`src/rtl/score_display_pkg.sv`:
```
// Shared types and constants for the score display: FSM encoding, sizes,
// and the active-low seven-segment table ({g,f,e,d,c,b,a}).
package score_display_pkg;

  typedef enum logic [1:0] {
    IDLE  = 2'd0,
    SHIFT = 2'd1,
    DONE  = 2'd2
  } state_t;

  localparam int unsigned NDIGITS   = 6;
  localparam int unsigned NBITS     = 20;
  localparam int unsigned BCD_W     = 4 * NDIGITS;
  localparam int unsigned CNT_W     = 5;
  localparam int unsigned SEG_W     = 7;
  localparam int unsigned SCORE_W   = 32;
  localparam int unsigned MAX_SCORE = 999999;

  localparam logic [SEG_W-1:0] SEG_BLANK = 7'h7F;

  localparam logic [SEG_W-1:0] SEG_TABLE [10] = '{
    7'h40, 7'h79, 7'h24, 7'h30, 7'h19,
    7'h12, 7'h02, 7'h78, 7'h00, 7'h10
  };

  // Saturate anything above six decimal digits to 999999.
  function automatic logic [NBITS-1:0] clamp_score(input logic [SCORE_W-1:0] s);
    return (s > SCORE_W'(MAX_SCORE)) ? NBITS'(MAX_SCORE) : s[NBITS-1:0];
  endfunction

endpackage

```
`src/rtl/score_display_if.sv`:
```
// Score input and display outputs of the score display block.
interface score_display_if;
  import score_display_pkg::*;

  logic [SCORE_W-1:0] score;
  logic [SEG_W-1:0]   hex0;
  logic [SEG_W-1:0]   hex1;
  logic [SEG_W-1:0]   hex2;
  logic [SEG_W-1:0]   hex3;
  logic [SEG_W-1:0]   hex4;
  logic [SEG_W-1:0]   hex5;
  logic               busy;
  logic               update;

  modport master (output score, input hex0, hex1, hex2, hex3, hex4, hex5, busy, update);
  modport slave  (input score, output hex0, hex1, hex2, hex3, hex4, hex5, busy, update);

endinterface

```
`src/rtl/score_display_seg7_decoder.sv`:
```
// One BCD digit to an active-low segment pattern; blank forces all segments off.
module seg7_decoder
  import score_display_pkg::*;
(
  input  logic [3:0]       digit,
  input  logic             blank,
  output logic [SEG_W-1:0] seg_c
);

  always_comb begin
    seg_c = SEG_BLANK;
    if (!blank && (digit <= 4'd9)) seg_c = SEG_TABLE[digit];
  end

endmodule

```
`src/rtl/score_display.sv`:
```
// Converts a binary score to six blanked seven-segment digits with a
// double-dabble FSM; the display only changes on the single update cycle.
module score_display
  import score_display_pkg::*;
(
  input  logic            clock,
  input  logic            reset,
  score_display_if.slave  bus
);

  localparam logic [NDIGITS-1:0][SEG_W-1:0] HEX_RST =
    {{(NDIGITS-1){SEG_BLANK}}, SEG_TABLE[0]};

  state_t                        state, state_n;
  logic [SCORE_W-1:0]            last_score, last_score_n;
  logic [NBITS-1:0]              bin, bin_n;
  logic [BCD_W-1:0]              bcd, bcd_n, bcd_adj;
  logic [CNT_W-1:0]              cnt, cnt_n;
  logic [NDIGITS-1:0][SEG_W-1:0] hex, hex_n;
  logic [NDIGITS-1:0][SEG_W-1:0] seg;
  logic [NDIGITS-1:0]            blank;
  logic                          busy, busy_n;
  logic                          update, update_n;

  // Add-3 correction applied to every nibble before each shift.
  always_comb begin
    bcd_adj = bcd;
    for (int i = 0; i < int'(NDIGITS); i++) begin
      if (bcd[4*i +: 4] >= 4'd5) bcd_adj[4*i +: 4] = bcd[4*i +: 4] + 4'd3;
    end
  end

  // A digit is blank when it and every digit above it are zero; hex0 never blanks.
  always_comb begin
    logic run;
    run   = 1'b1;
    blank = '0;
    for (int i = int'(NDIGITS) - 1; i >= 1; i--) begin
      run      = run && (bcd[4*i +: 4] == 4'd0);
      blank[i] = run;
    end
  end

  for (genvar g = 0; g < int'(NDIGITS); g++) begin : g_dec
    seg7_decoder u_dec (
      .digit (bcd[4*g +: 4]),
      .blank (blank[g]),
      .seg_c (seg[g])
    );
  end

  always_comb begin
    state_n      = state;
    last_score_n = last_score;
    bin_n        = bin;
    bcd_n        = bcd;
    cnt_n        = cnt;
    hex_n        = hex;
    update_n     = 1'b0;
    case (state)
      IDLE: begin
        if (bus.score != last_score) begin
          last_score_n = bus.score;
          bin_n        = clamp_score(bus.score);
          bcd_n        = '0;
          cnt_n        = '0;
          state_n      = SHIFT;
        end
      end
      SHIFT: begin
        {bcd_n, bin_n} = {bcd_adj, bin} << 1;
        cnt_n          = cnt + CNT_W'(1);
        if (cnt == CNT_W'(NBITS - 1)) state_n = DONE;
      end
      DONE: begin
        hex_n    = seg;
        update_n = 1'b1;
        state_n  = IDLE;
      end
      default: state_n = IDLE;
    endcase
    busy_n = (state_n != IDLE);
  end

  always_ff @(posedge clock or posedge reset) begin
    if (reset) begin
      state      <= IDLE;
      last_score <= '0;
      bin        <= '0;
      bcd        <= '0;
      cnt        <= '0;
      hex        <= HEX_RST;
      busy       <= 1'b0;
      update     <= 1'b0;
    end else begin
      state      <= state_n;
      last_score <= last_score_n;
      bin        <= bin_n;
      bcd        <= bcd_n;
      cnt        <= cnt_n;
      hex        <= hex_n;
      busy       <= busy_n;
      update     <= update_n;
    end
  end

  assign bus.hex0   = hex[0];
  assign bus.hex1   = hex[1];
  assign bus.hex2   = hex[2];
  assign bus.hex3   = hex[3];
  assign bus.hex4   = hex[4];
  assign bus.hex5   = hex[5];
  assign bus.busy   = busy;
  assign bus.update = update;

endmodule
```
`src/flat_wrapper.sv`:
```
// flat-port wrapper written by rule: the top's interface ports become plain ports
module score_display_flat import score_display_pkg::*;
  (clock, reset, bus_score, bus_hex0, bus_hex1, bus_hex2, bus_hex3, bus_hex4, bus_hex5, bus_busy, bus_update);
  score_display_if bus_i ();
  input  logic clock;
  input  logic reset;
  input wire logic [$bits(bus_i.score)-1:0] bus_score;
  output wire logic [$bits(bus_i.hex0)-1:0] bus_hex0;
  output wire logic [$bits(bus_i.hex1)-1:0] bus_hex1;
  output wire logic [$bits(bus_i.hex2)-1:0] bus_hex2;
  output wire logic [$bits(bus_i.hex3)-1:0] bus_hex3;
  output wire logic [$bits(bus_i.hex4)-1:0] bus_hex4;
  output wire logic [$bits(bus_i.hex5)-1:0] bus_hex5;
  output wire logic [$bits(bus_i.busy)-1:0] bus_busy;
  output wire logic [$bits(bus_i.update)-1:0] bus_update;
  assign bus_i.score = bus_score;
  assign bus_hex0 = bus_i.hex0;
  assign bus_hex1 = bus_i.hex1;
  assign bus_hex2 = bus_i.hex2;
  assign bus_hex3 = bus_i.hex3;
  assign bus_hex4 = bus_i.hex4;
  assign bus_hex5 = bus_i.hex5;
  assign bus_busy = bus_i.busy;
  assign bus_update = bus_i.update;
  score_display u_core (.clock(clock), .reset(reset), .bus(bus_i));
endmodule
```
`config.mk`:
```
export PLATFORM = sky130hd
export DESIGN_NAME = score_display_flat
export DESIGN_NICKNAME = d
export VERILOG_FILES = /design/src/rtl/score_display_pkg.sv /design/src/rtl/score_display_if.sv /design/src/rtl/score_display_seg7_decoder.sv /design/src/rtl/score_display.sv /design/src/flat_wrapper.sv
export SDC_FILE = /design/constraint.sdc
export NUM_CORES = 1
export LEC_CHECK = 0
export BUFFER_PORTS_ARGS = -buffer_cell sky130_fd_sc_hd__buf_2
export CAP_MARGIN = 20
export CELL_PAD_IN_SITES_DETAIL_PLACEMENT = 1
export CELL_PAD_IN_SITES_GLOBAL_PLACEMENT = 1
export CORE_ASPECT_RATIO = 0.9
export CORE_UTILIZATION = 39
export DETAILED_ROUTE_END_ITERATION = 8
export GPL_ROUTABILITY_DRIVEN = 0
export HOLD_SLACK_MARGIN = 0.12
export MAX_ROUTING_LAYER = met4
export PLACE_DENSITY = 0.72
export SETUP_SLACK_MARGIN = 0.5
export SLEW_MARGIN = 20
export SYNTH_ARGS = -nofsm -noshare
export SYNTH_HDL_FRONTEND = slang
export SYNTH_SLANG_ARGS = --single-unit
```
`constraint.sdc`:
```
create_clock -name clock -period 3.6 [get_ports clock]
set_clock_uncertainty 0.2 [all_clocks]
set_input_delay 0 -clock clock [delete_from_list [all_inputs] [get_ports clock]]
set_output_delay 0 -clock clock [all_outputs]
set_load 0.02 [all_outputs]
```
# ---- Word level (Yosys, flattened, before mapping)
# Memory sizes are Yosys's and may differ from the RTL's.
# Index checks and enable logic that the tools add are counted.
dict set report word_totals {
  register_bits 127
  word_cells 115
  rom_bits 672
  memories 6
  inputBits 34
}
dict set report classes {
  mux 35
  reduce_logical 24
  addsub 7
  n_eq_ne 5
  n_bitwise 6
  magnitude_cmp 19
}
# name depth word_bits read_ports rd_ports_with_merged_regs wr line_no
set memory_table {}
lappend memory_table {{(no name shown)} 16 7 1 0 0 score_display_seg7_decoder.sv:12} ;# if (!blank && (digit <= 4'd9)) seg_c = SEG_TABLE[digit];
lappend memory_table {{(no name shown)} 16 7 1 0 0 score_display_seg7_decoder.sv:12}
lappend memory_table {{(no name shown)} 16 7 1 0 0 score_display_seg7_decoder.sv:12}
lappend memory_table {{(no name shown)} 16 7 1 0 0 score_display_seg7_decoder.sv:12}
lappend memory_table {{(no name shown)} 16 7 1 0 0 score_display_seg7_decoder.sv:12}
lappend memory_table {{(no name shown)} 16 7 1 0 0 score_display_seg7_decoder.sv:12}
# operator count
set op_table {}
lappend op_table {{2-to-1 mux 7 bit} 18}
lappend op_table {{case mux 24 bit (2 select lines)} 1}
lappend op_table {{2-to-1 mux 20 bit} 2}
lappend op_table {{case mux 20 bit (2 select lines)} 1}
lappend op_table {{greater-than comparator 32 x 20 -> 1 bit, second input constant} 1}
lappend op_table {{inequality test 32 bit} 1}
lappend op_table {{>= comparator 5 bit, second input constant} 6}
lappend op_table {{NOT 4 -> 5 bit} 6}
lappend op_table {{>= comparator 4 x 3 -> 1 bit, second input constant} 6}
lappend op_table {{<= comparator 4 bit, second input constant} 6}
lappend op_table {{2-to-1 mux 24 bit} 1}
lappend op_table {{adder 4 x 2 -> 4 bit, second input constant} 5}
lappend op_table {{logical NOT 4 bit} 5}
lappend op_table {{2-to-1 mux 4 bit} 5}
lappend op_table {{case mux 5 bit (2 select lines)} 1}
lappend op_table {{logical AND 1 bit} 9}
lappend op_table {{adder 5 x 1 -> 5 bit, second input constant} 1}
lappend op_table {{== test 5 bit, second input constant} 1}
lappend op_table {{logical NOT 1 bit} 5}
lappend op_table {{2-to-1 mux 5 bit} 1}
lappend op_table {{2-to-1 mux 2 bit} 2}
lappend op_table {{case mux 2 bit (2 select lines)} 1}
lappend op_table {{AND reduction 2 bit} 2}
lappend op_table {{nonzero test 2 bit} 2}
lappend op_table {{7 further kinds} 7}

# ---- Depth between registers and ports, before layout
# Gate-level depths: netlist of run 1.
dict set report depth {
  depth_word 8
  depth_mapped 7
  ltp_nobuf 7
}

# ---- By module
# A second synthesis of run 1 with hierarchy kept.
dict set report unflattened {
  cells_unflattened 649
  area_unflattened_um2 7457.2
}
# mod n_inst cells_each area_per_inst_um2 seq_area_each_um2
set modules_own_cells {}
lappend modules_own_cells {score_display 1 475 6195.9 3223.1}
lappend modules_own_cells {seg7_decoder 6 29 210.2 0.0}

# ---- Worst setup path before layout of run 1
# Ideal clock, no wire load.
dict set report synth_path {
  kind {register -> register}
  start {register u_core.bcd[20]}
  end {register u_core.hex, in the netlist u_core.bus.hex1[0]}
  synth_period_minus_slack_ns 2.341
  t_arrival_ns 2.079
  required_ns 3.339
  setup_slack_ns 1.259
  path_stages_with_launch 8
  path_buffers 0
  path_cell_list {dfrtp_1 inv_1 ha_1 nor3b_1 and2_1 nand4_1 o311ai_1 o22a_1}
}
dict set report synth_via {
  elab_chain_cells 8
}
# element line_no
set synth_lines {}
lappend synth_lines {{start, declared} score_display.sv:17} ;# logic [BCD_W-1:0] bcd, bcd_n, bcd_adj;
lappend synth_lines {{start signal, assigned} score_display.sv:99} ;# bcd <= bcd_n;
lappend synth_lines {{logical NOT 4 bit} score_display.sv:39} ;# run = run && (bcd[4*i +: 4] == 4'd0);
lappend synth_lines {{logical AND 1 bit (4 in series)} score_display.sv:39}
lappend synth_lines {{logical NOT 1 bit} score_display_seg7_decoder.sv:12}
lappend synth_lines {{logical AND 1 bit} score_display_seg7_decoder.sv:12}
lappend synth_lines {{2-to-1 mux 7 bit} score_display_seg7_decoder.sv:12}
lappend synth_lines {{end signal, assigned} score_display.sv:101} ;# hex <= hex_n;
lappend synth_lines {{end, declared} score_display.sv:19} ;# logic [NDIGITS-1:0][SEG_W-1:0] hex, hex_n;
# No other way between the ends.
# A chain may end at the register's enable or synchronous reset.

# ---- Final worst setup path of run 1
dict set report layout_path {
  start {register u_core.last_score[25]}
  end {register u_core.bin[15]}
}
dict set report layout_via {
  elab_chain_cells 3
}
# element line_no
set layout_lines {}
lappend layout_lines {{start, declared} score_display.sv:15} ;# logic [SCORE_W-1:0] last_score, last_score_n;
lappend layout_lines {{start signal, assigned} score_display.sv:97} ;# last_score <= last_score_n;
lappend layout_lines {{inequality test 32 bit} score_display.sv:62} ;# if (bus.score != last_score) begin
lappend layout_lines {{inequality test 2 x 1 -> 1 bit (no line)} -}
lappend layout_lines {{AND reduction 2 bit (no line)} -}
lappend layout_lines {{end signal, assigned} score_display.sv:98} ;# bin <= bin_n;
lappend layout_lines {{end, declared} score_display.sv:16} ;# logic [NBITS-1:0] bin, bin_n;
# No other way between the ends.

==> metrics.txt, run 1 <==
run status finished with violations; failing checks design-rule violations; Most used DFF post-synth dfrtp_1; synthesized instance count 619; Seq pwr share 41.1%; post-CTS setup buffers 0; cell-internal power 3.38 mW; vias in the first global route 5,628; DIE HEIGHT 125 um; synth unique cells 55; CTS tree yes; Port Buffer Count 77; n_diodes 0; gr busiest metal met2; Util after Layout 49.9%; ys async rst share 100%; residual overflow from global routing 0; root buffer cell clkbuf_16; RSZ-0062 raised after global routing false; setup_tns 0 ns; Layout area overhead 23.6%; Worst R2R Path Depth 6; net switching power 1.44 mW; switching share of power 29.8%; Clock Path Buffers 2; fin crit share 73.8%; R2R setup slack 0.94 ns; routed len/inst 18.3 um; GRT Overall Usage 22.0%; CP Capture Type register; largest net degree at the start of global routing 128; Tot Pwr 4.82 mW; Pre-Repair DR Iteration Count 8; post-synthesis cell area 0.00661 sq mm; Worst Setup Start Kind register; critical path class register to register; Finish-stage setup viols 0; Mapped Nets 683; H-tree depth 4; core box area 0.0164 sq mm; CTS sink count 127; Initial Util 40.4%; Die Span X 139 um; number of synthesized register bits 127; fillers 1,785; leakage 3.64 nW; nets 788; Avg Cell Area, Syn 10.7 sq um; Slew @ Worst Pin 0.788 ns; layout cells sized above 1 26.7%; Rel. slew slack 47.0%; die area 0.0175 sq mm; DRC Markers 7; max_cap viols 0; Post-DP HPWL 11,400 um; Crit path required time 3.70 ns; Hold Vio Cnt, Final 0; Worst VDD drop 0.349 mV; Fmax 0.376 GHz; Critical Path Fanout Max 11; met3 Usage GRT 4.71%; met1 usage 27.3%; Via density 5.54; P per Cell Area 590 mW/mm^2; Comb pwr share 21.9%; worst hold path class primary input to async pin; first-pass GRT wire length 29,100 um; Vias 5,234; Num CTS Buffers 17; antenna-violating nets left 0; DRT iter0 DRCs 299; Worst-Skew Late Latency 0.42 ns; antenna violations before repair 0; fin crit period 2.66 ns; met2 Use GR 35.7%; post-synthesis sequential area ratio 48.8%; Clock power frac 37.0%; std cell rows 44; Routed WL 17,300 um; Slew Limit Fails 0; total number of yosys warnings 0; CP arrival 2.76 ns; IO Count 78; clk slew on worst S/H paths 0.06 ns; Post-synth EDFFs 0
-- cells in the final DEF (no fill, tap or decap), types with 5 or more instances in the layout --
cell            n
nand4_1        17
dlygate4sd3_1  33
buf_4           7
mux2i_1         7
nand2b_1       12
o211ai_1        5
a22o_1          5
nor2_1         55
inv_1          38
nor3b_1         5
o21bai_1        9
mux2_2         34
and3_1         13
nand2_1        15
ha_1           30
xnor2_1        38
nor4b_1         5
o22a_1         30
a21oi_1        48
clkinvlp_4      5
a211o_1         5
buf_2          77
o22ai_1        21
dfrtp_1        91
o21ai_0        10
nor4_1          8
clkbuf_16      17
dfstp_2        36
a221o_1         8
-- cell usage after synthesis (17+ instances only) --
library cell / n / share of area [%]
a21oi_1: 48 / 3.6
nor2_1: 56 / 3.2
xnor2_1: 38 / 5.0
dfrtp_1: 91 / 34
nand4_1: 17 / 1.6
o22a_1: 30 / 4.0
clkbuf_1: 24 / 1.4
inv_1: 39 / 2.2
ha_1: 30 / 5.7
o22ai_1: 21 / 2.0
dfstp_2: 36 / 14
mux2_2: 34 / 5.8
-- power groups by stage --
stage / Clock (mW) / Sequential [mW] / Combinational (mW)
CTS: 1.82 / 1.99 / 1.07
global route: 1.88 / 2.03 / 1.14
global placement: 0 / 1.99 / 1.01
finish: 1.78 / 1.98 / 1.06
floorplan: 0 / 2.29 / 0.391
detailed placement: 0 / 2.01 / 1.03
-- worst max-delay path, stage by stage (launching register included) --
cell       delay [ns]
dfrtp_1          0.39
xnor2_1          0.25
nand4_1          0.21
nor4_1           0.72
a2111oi_1        0.22
buf_4            0.25
a221o_1          0.30
-- routing by layer --
| layer | wire length (um) | vias up |
|---|---|---|
| met5 | 0 | - |
| met4 | 309 | 0 |
| met3 | 593 | 25 |
| met2 | 8350 | 95 |
| met1 | 8020 | 2645 |
| li1 | - | 2469 |
-- cells by family (layout without fill, tap and decap cells) --
kind of cell | Yosys count | count (layout) | share of synthesized area, %
buf+inv | 72 | 190 | 4.28
simple gates | 144 | 144 | 11.4
mux | 41 | 41 | 6.85
fa+ha+maj | 30 | 30 | 5.68
xor+xnor | 39 | 39 | 5.17
flops | 127 | 127 | 48.8
compound gates | 166 | 166 | 17.8
-- stage by stage --
stage / instances / area [sq um] / hold WS, ns / worst slack (ns)
floorplan: 619 / 6610 / -0.0597 / 1.26
global placement: 879 / 7220 / 0.0530 / 0.923
detailed placement: 879 / 7220 / 0.0741 / 0.746
CTS: 944 / 8160 / 0.164 / 0.728
global route: 944 / 8170 / 0.200 / 0.732
finish: 944 / 8170 / 0.130 / 0.943
-- area by class of cell --
type | instances | area, sq um | share of cell area (%)
clock buffers | 17 | 425 | 5.21
multi-input cells | 420 | 3130 | 38.3
clock inverters | 15 | 186 | 2.28
flip-flops and latches | 127 | 3220 | 39.5
inverters | 40 | 154 | 1.88
repair buffers | 118 | 788 | 9.65
well taps | 207 | 259 | 3.17
-- registers in the layout, summed over array words and instances (netlist names) --
register and cells:
u_core.bus.hex2 7, u_core.bcd 24, u_core.bin 20, u_core.last_score 32, u_core.bus.hex5 7, u_core.bus.update 1, u_core.bus.hex3 7, u_core.bus.hex1 7
u_core.state 2, u_core.bus.hex0 7, u_core.bus.hex4 7, u_core.cnt 5, u_core.bus.busy 1
-- path summary, 6_finish.rpt --
| kind | startpoint | to |
|---|---|---|
| setup / recovery | u_core.last_score[25]$_DFFE_PP0P_ | u_core.bin[15]$_DFFE_PP0P_ |
| hold / removal | reset | u_core.last_score[5]$_DFFE_PP0P_ |
| setup reg to reg | u_core.last_score[25]$_DFFE_PP0P_ | u_core.bin[15]$_DFFE_PP0P_ |
| hold reg to reg | u_core.bin[10]$_DFFE_PP0P_ | u_core.bin[10]$_DFFE_PP0P_ |
| max in group asynchronous | reset | u_core.bcd[11]$_DFFE_PP0P_ |
| min in group clock | bus_score[28] | u_core.last_score[28]$_DFFE_PP0P_ |
-- what timing repair did --
| action | CTS | global route |
|---|---|---|
| endpoints found under the setup margin | 0 | 6 |
| hold buffers | 33 | 0 |
| endpoints found under the hold margin | 179 | 0 |
| resized for setup | 0 | 1 |
Note: power is estimated with default switching activity, not from simulation.
==> run 2, diff against run 1 <==
Clock period 3.6 ns to 2.32 ns, I/O delays scaled along.
==> metrics.txt, run 2 (synthesis results as in run 1) <==
run status finished with violations; failing checks design-rule violations, negative setup slack; max reg flops 32; clk slew on worst S/H paths 0.06 ns; n_diodes 0; Worst Setup Start Kind register; CP arrival 2.68 ns; largest registers u_core.last_score (32), u_core.bcd (24), u_core.bin (20); CTS sink count 127; Finish-stage setup viols 81; Slew Limit Fails 0; critical path's slowest cell or4_4; Layout area overhead 42.8%; fin crit period 2.55 ns; RSZ-0062 raised after global routing true; Fmax 0.392 GHz; critical path class register to register; Util after Layout 57.7%; layout cells sized above 1 41.7%; Slew @ Worst Pin 1.00 ns; max incr delay on CP 0.57 ns; leakage 4.28 nW; Hold Vio Cnt, Final 0; std cell rows 44; largest net degree at the start of global routing 40; P per Cell Area 824 mW/mm^2; antenna violations before repair 0; Via density 5.82; Crit path required time 2.45 ns; CTS tree yes; R2R setup slack -0.23 ns; Rel. slew slack 32.5%; DRC Markers 3; Hold EP u_core.state[0]$_DFF_PP0_; first-pass GRT wire length 36,600 um; Pre-Repair DR Iteration Count 9; Post-DP HPWL 12,600 um; commonest non-fill, non-tap cell in the layout dfrtp_1; DRT iter0 DRCs 403; worst hold path class primary input to register; Min-Delay Startpoint bus_score[27]; root buffer cell clkbuf_16; hold depth 7; Die Span X 139 um; IO Count 78; die area 0.0175 sq mm; Initial Util 40.4%; PnR worst setup slack -0.231 ns; DIE HEIGHT 125 um; nets 866; setup_tns -12.70 ns; most frequent cells in the layout 87 x dfrtp_1, 77 x buf_2, 54 x nor2_1, 54 x buf_4, 43 x a21oi_1; Critical Path Fanout Max 6; GRT Overall Usage 28.4%; Port Buffer Count 77; Biggest register u_core.last_score; worst hold slack 0.197 ns; fillers 1,696; Clock Path Buffers 2; worst reg2reg path endpoint u_core.bin[9]$_DFFE_PP0P_; Num CTS Buffers 17; max_cap viols 0; routed len/inst 23.2 um; fin crit share 110%; Worst-Skew Late Latency 0.42 ns; core box area 0.0164 sq mm; Worst R2R Start u_core.last_score[14]$_DFFE_PP0P_; antenna-violating nets left 0; Post-Place Setup Slack -0.170 ns; CP delay by family, top simple AND/OR/NAND/NOR gates; CP bufs+invs 3; residual overflow from global routing 0; CP Capture Type register; Routed WL 23,700 um; Vias 5,944; H-tree depth 4; vias in the first global route 6,516; Worst VDD drop 0.470 mV; worst-path cell chain xnor2_2 -> nand4_1 -> or4_4 -> o31ai_4 -> inv_4 -> buf_8 -> buf_6 -> mux2i_1; Worst R2R Path Depth 8
-- run 2: cell types whose count changed in the layout (fill, tap and decap cells not counted), sizes merged --
cell          change
inv               -4
clkinvlp          -2
clkinv            +1
buf              +75
dlymetal6s4s      +1
clkbuf            +7
-- run 2: layout make-up --
type                       instances  area, sq um  area share (%)
clock buffer                      22          484            5.13
clock inverter                    10          134            1.42
inverter                          40          156            1.66
multi-input combinational        420         3580            37.9
sequential                       127         3230            34.2
tap                              207          259            2.75
timing repair buffer             196         1590            16.9
-- run 2: through the flow --
stage | instances | area, sq um | power, mW
finish | 1022 | 9430 | 7.77
global route | 1022 | 9430 | 8.09
CTS | 1009 | 9110 | 7.73
detailed placement | 917 | 7590 | 4.78
global placement | 917 | 7590 | 4.71
floorplan | 619 | 6660 | 4.17
-- run 2: tightest hold or removal path: stages --
cell	delay (ns)
buf_2	0.10
xnor2_1	0.07
nand4_1	0.12
or4_4	0.17
o211ai_2	0.12
buf_4	0.16
nand2_1	0.05
-- run 2: worst max-delay path by stage --
stage / from / to / cells past startpoint
2_1_floorplan: u_core.last_score[12]$_DFFE_PP0P_ / u_core.bin[4]$_DFFE_PP0P_ / 6
3_3_place_gp: u_core.last_score[18]$_DFFE_PP0P_ / u_core.bin[14]$_DFFE_PP0P_ / 7
3_5_place_dp: u_core.last_score[18]$_DFFE_PP0P_ / u_core.bcd[5]$_DFFE_PP0P_ / 7
4_1_cts: u_core.last_score[17]$_DFFE_PP0P_ / u_core.bin[8]$_DFFE_PP0P_ / 8
5_1_grt: u_core.last_score[18]$_DFFE_PP0P_ / u_core.bin[9]$_DFFE_PP0P_ / 8
6_report: u_core.last_score[14]$_DFFE_PP0P_ / u_core.bin[9]$_DFFE_PP0P_ / 8
-- run 2: timing repair --
action                                  in CTS  in global routing
hold buffers                                33                  1
pin swaps                                   30                 21
resized for setup                           76                 35
endpoints found under the setup margin     120                132
cloned                                       2                  2
setup buffers                               25                 10
endpoints found under the hold margin      160                  2
-- run 2: report_power, final --
part | internal (mW) | switching (mW) | total, mW
Sequential | 2.84 | 0.252 | 3.10
Clock | 1.80 | 1.02 | 2.82
Combinational | 0.825 | 1.03 | 1.86
-- run 2: layer usage --
layer | vias up | GRT usage [%] | part of all wire [%]
li1 | 2619 | - | -
met1 | 3052 | 32.3 | 41
met2 | 216 | 47.7 | 51
met3 | 57 | 7.01 | 5.1
met4 | 0 | 12.0 | 2.8
met5 | - | - | 0
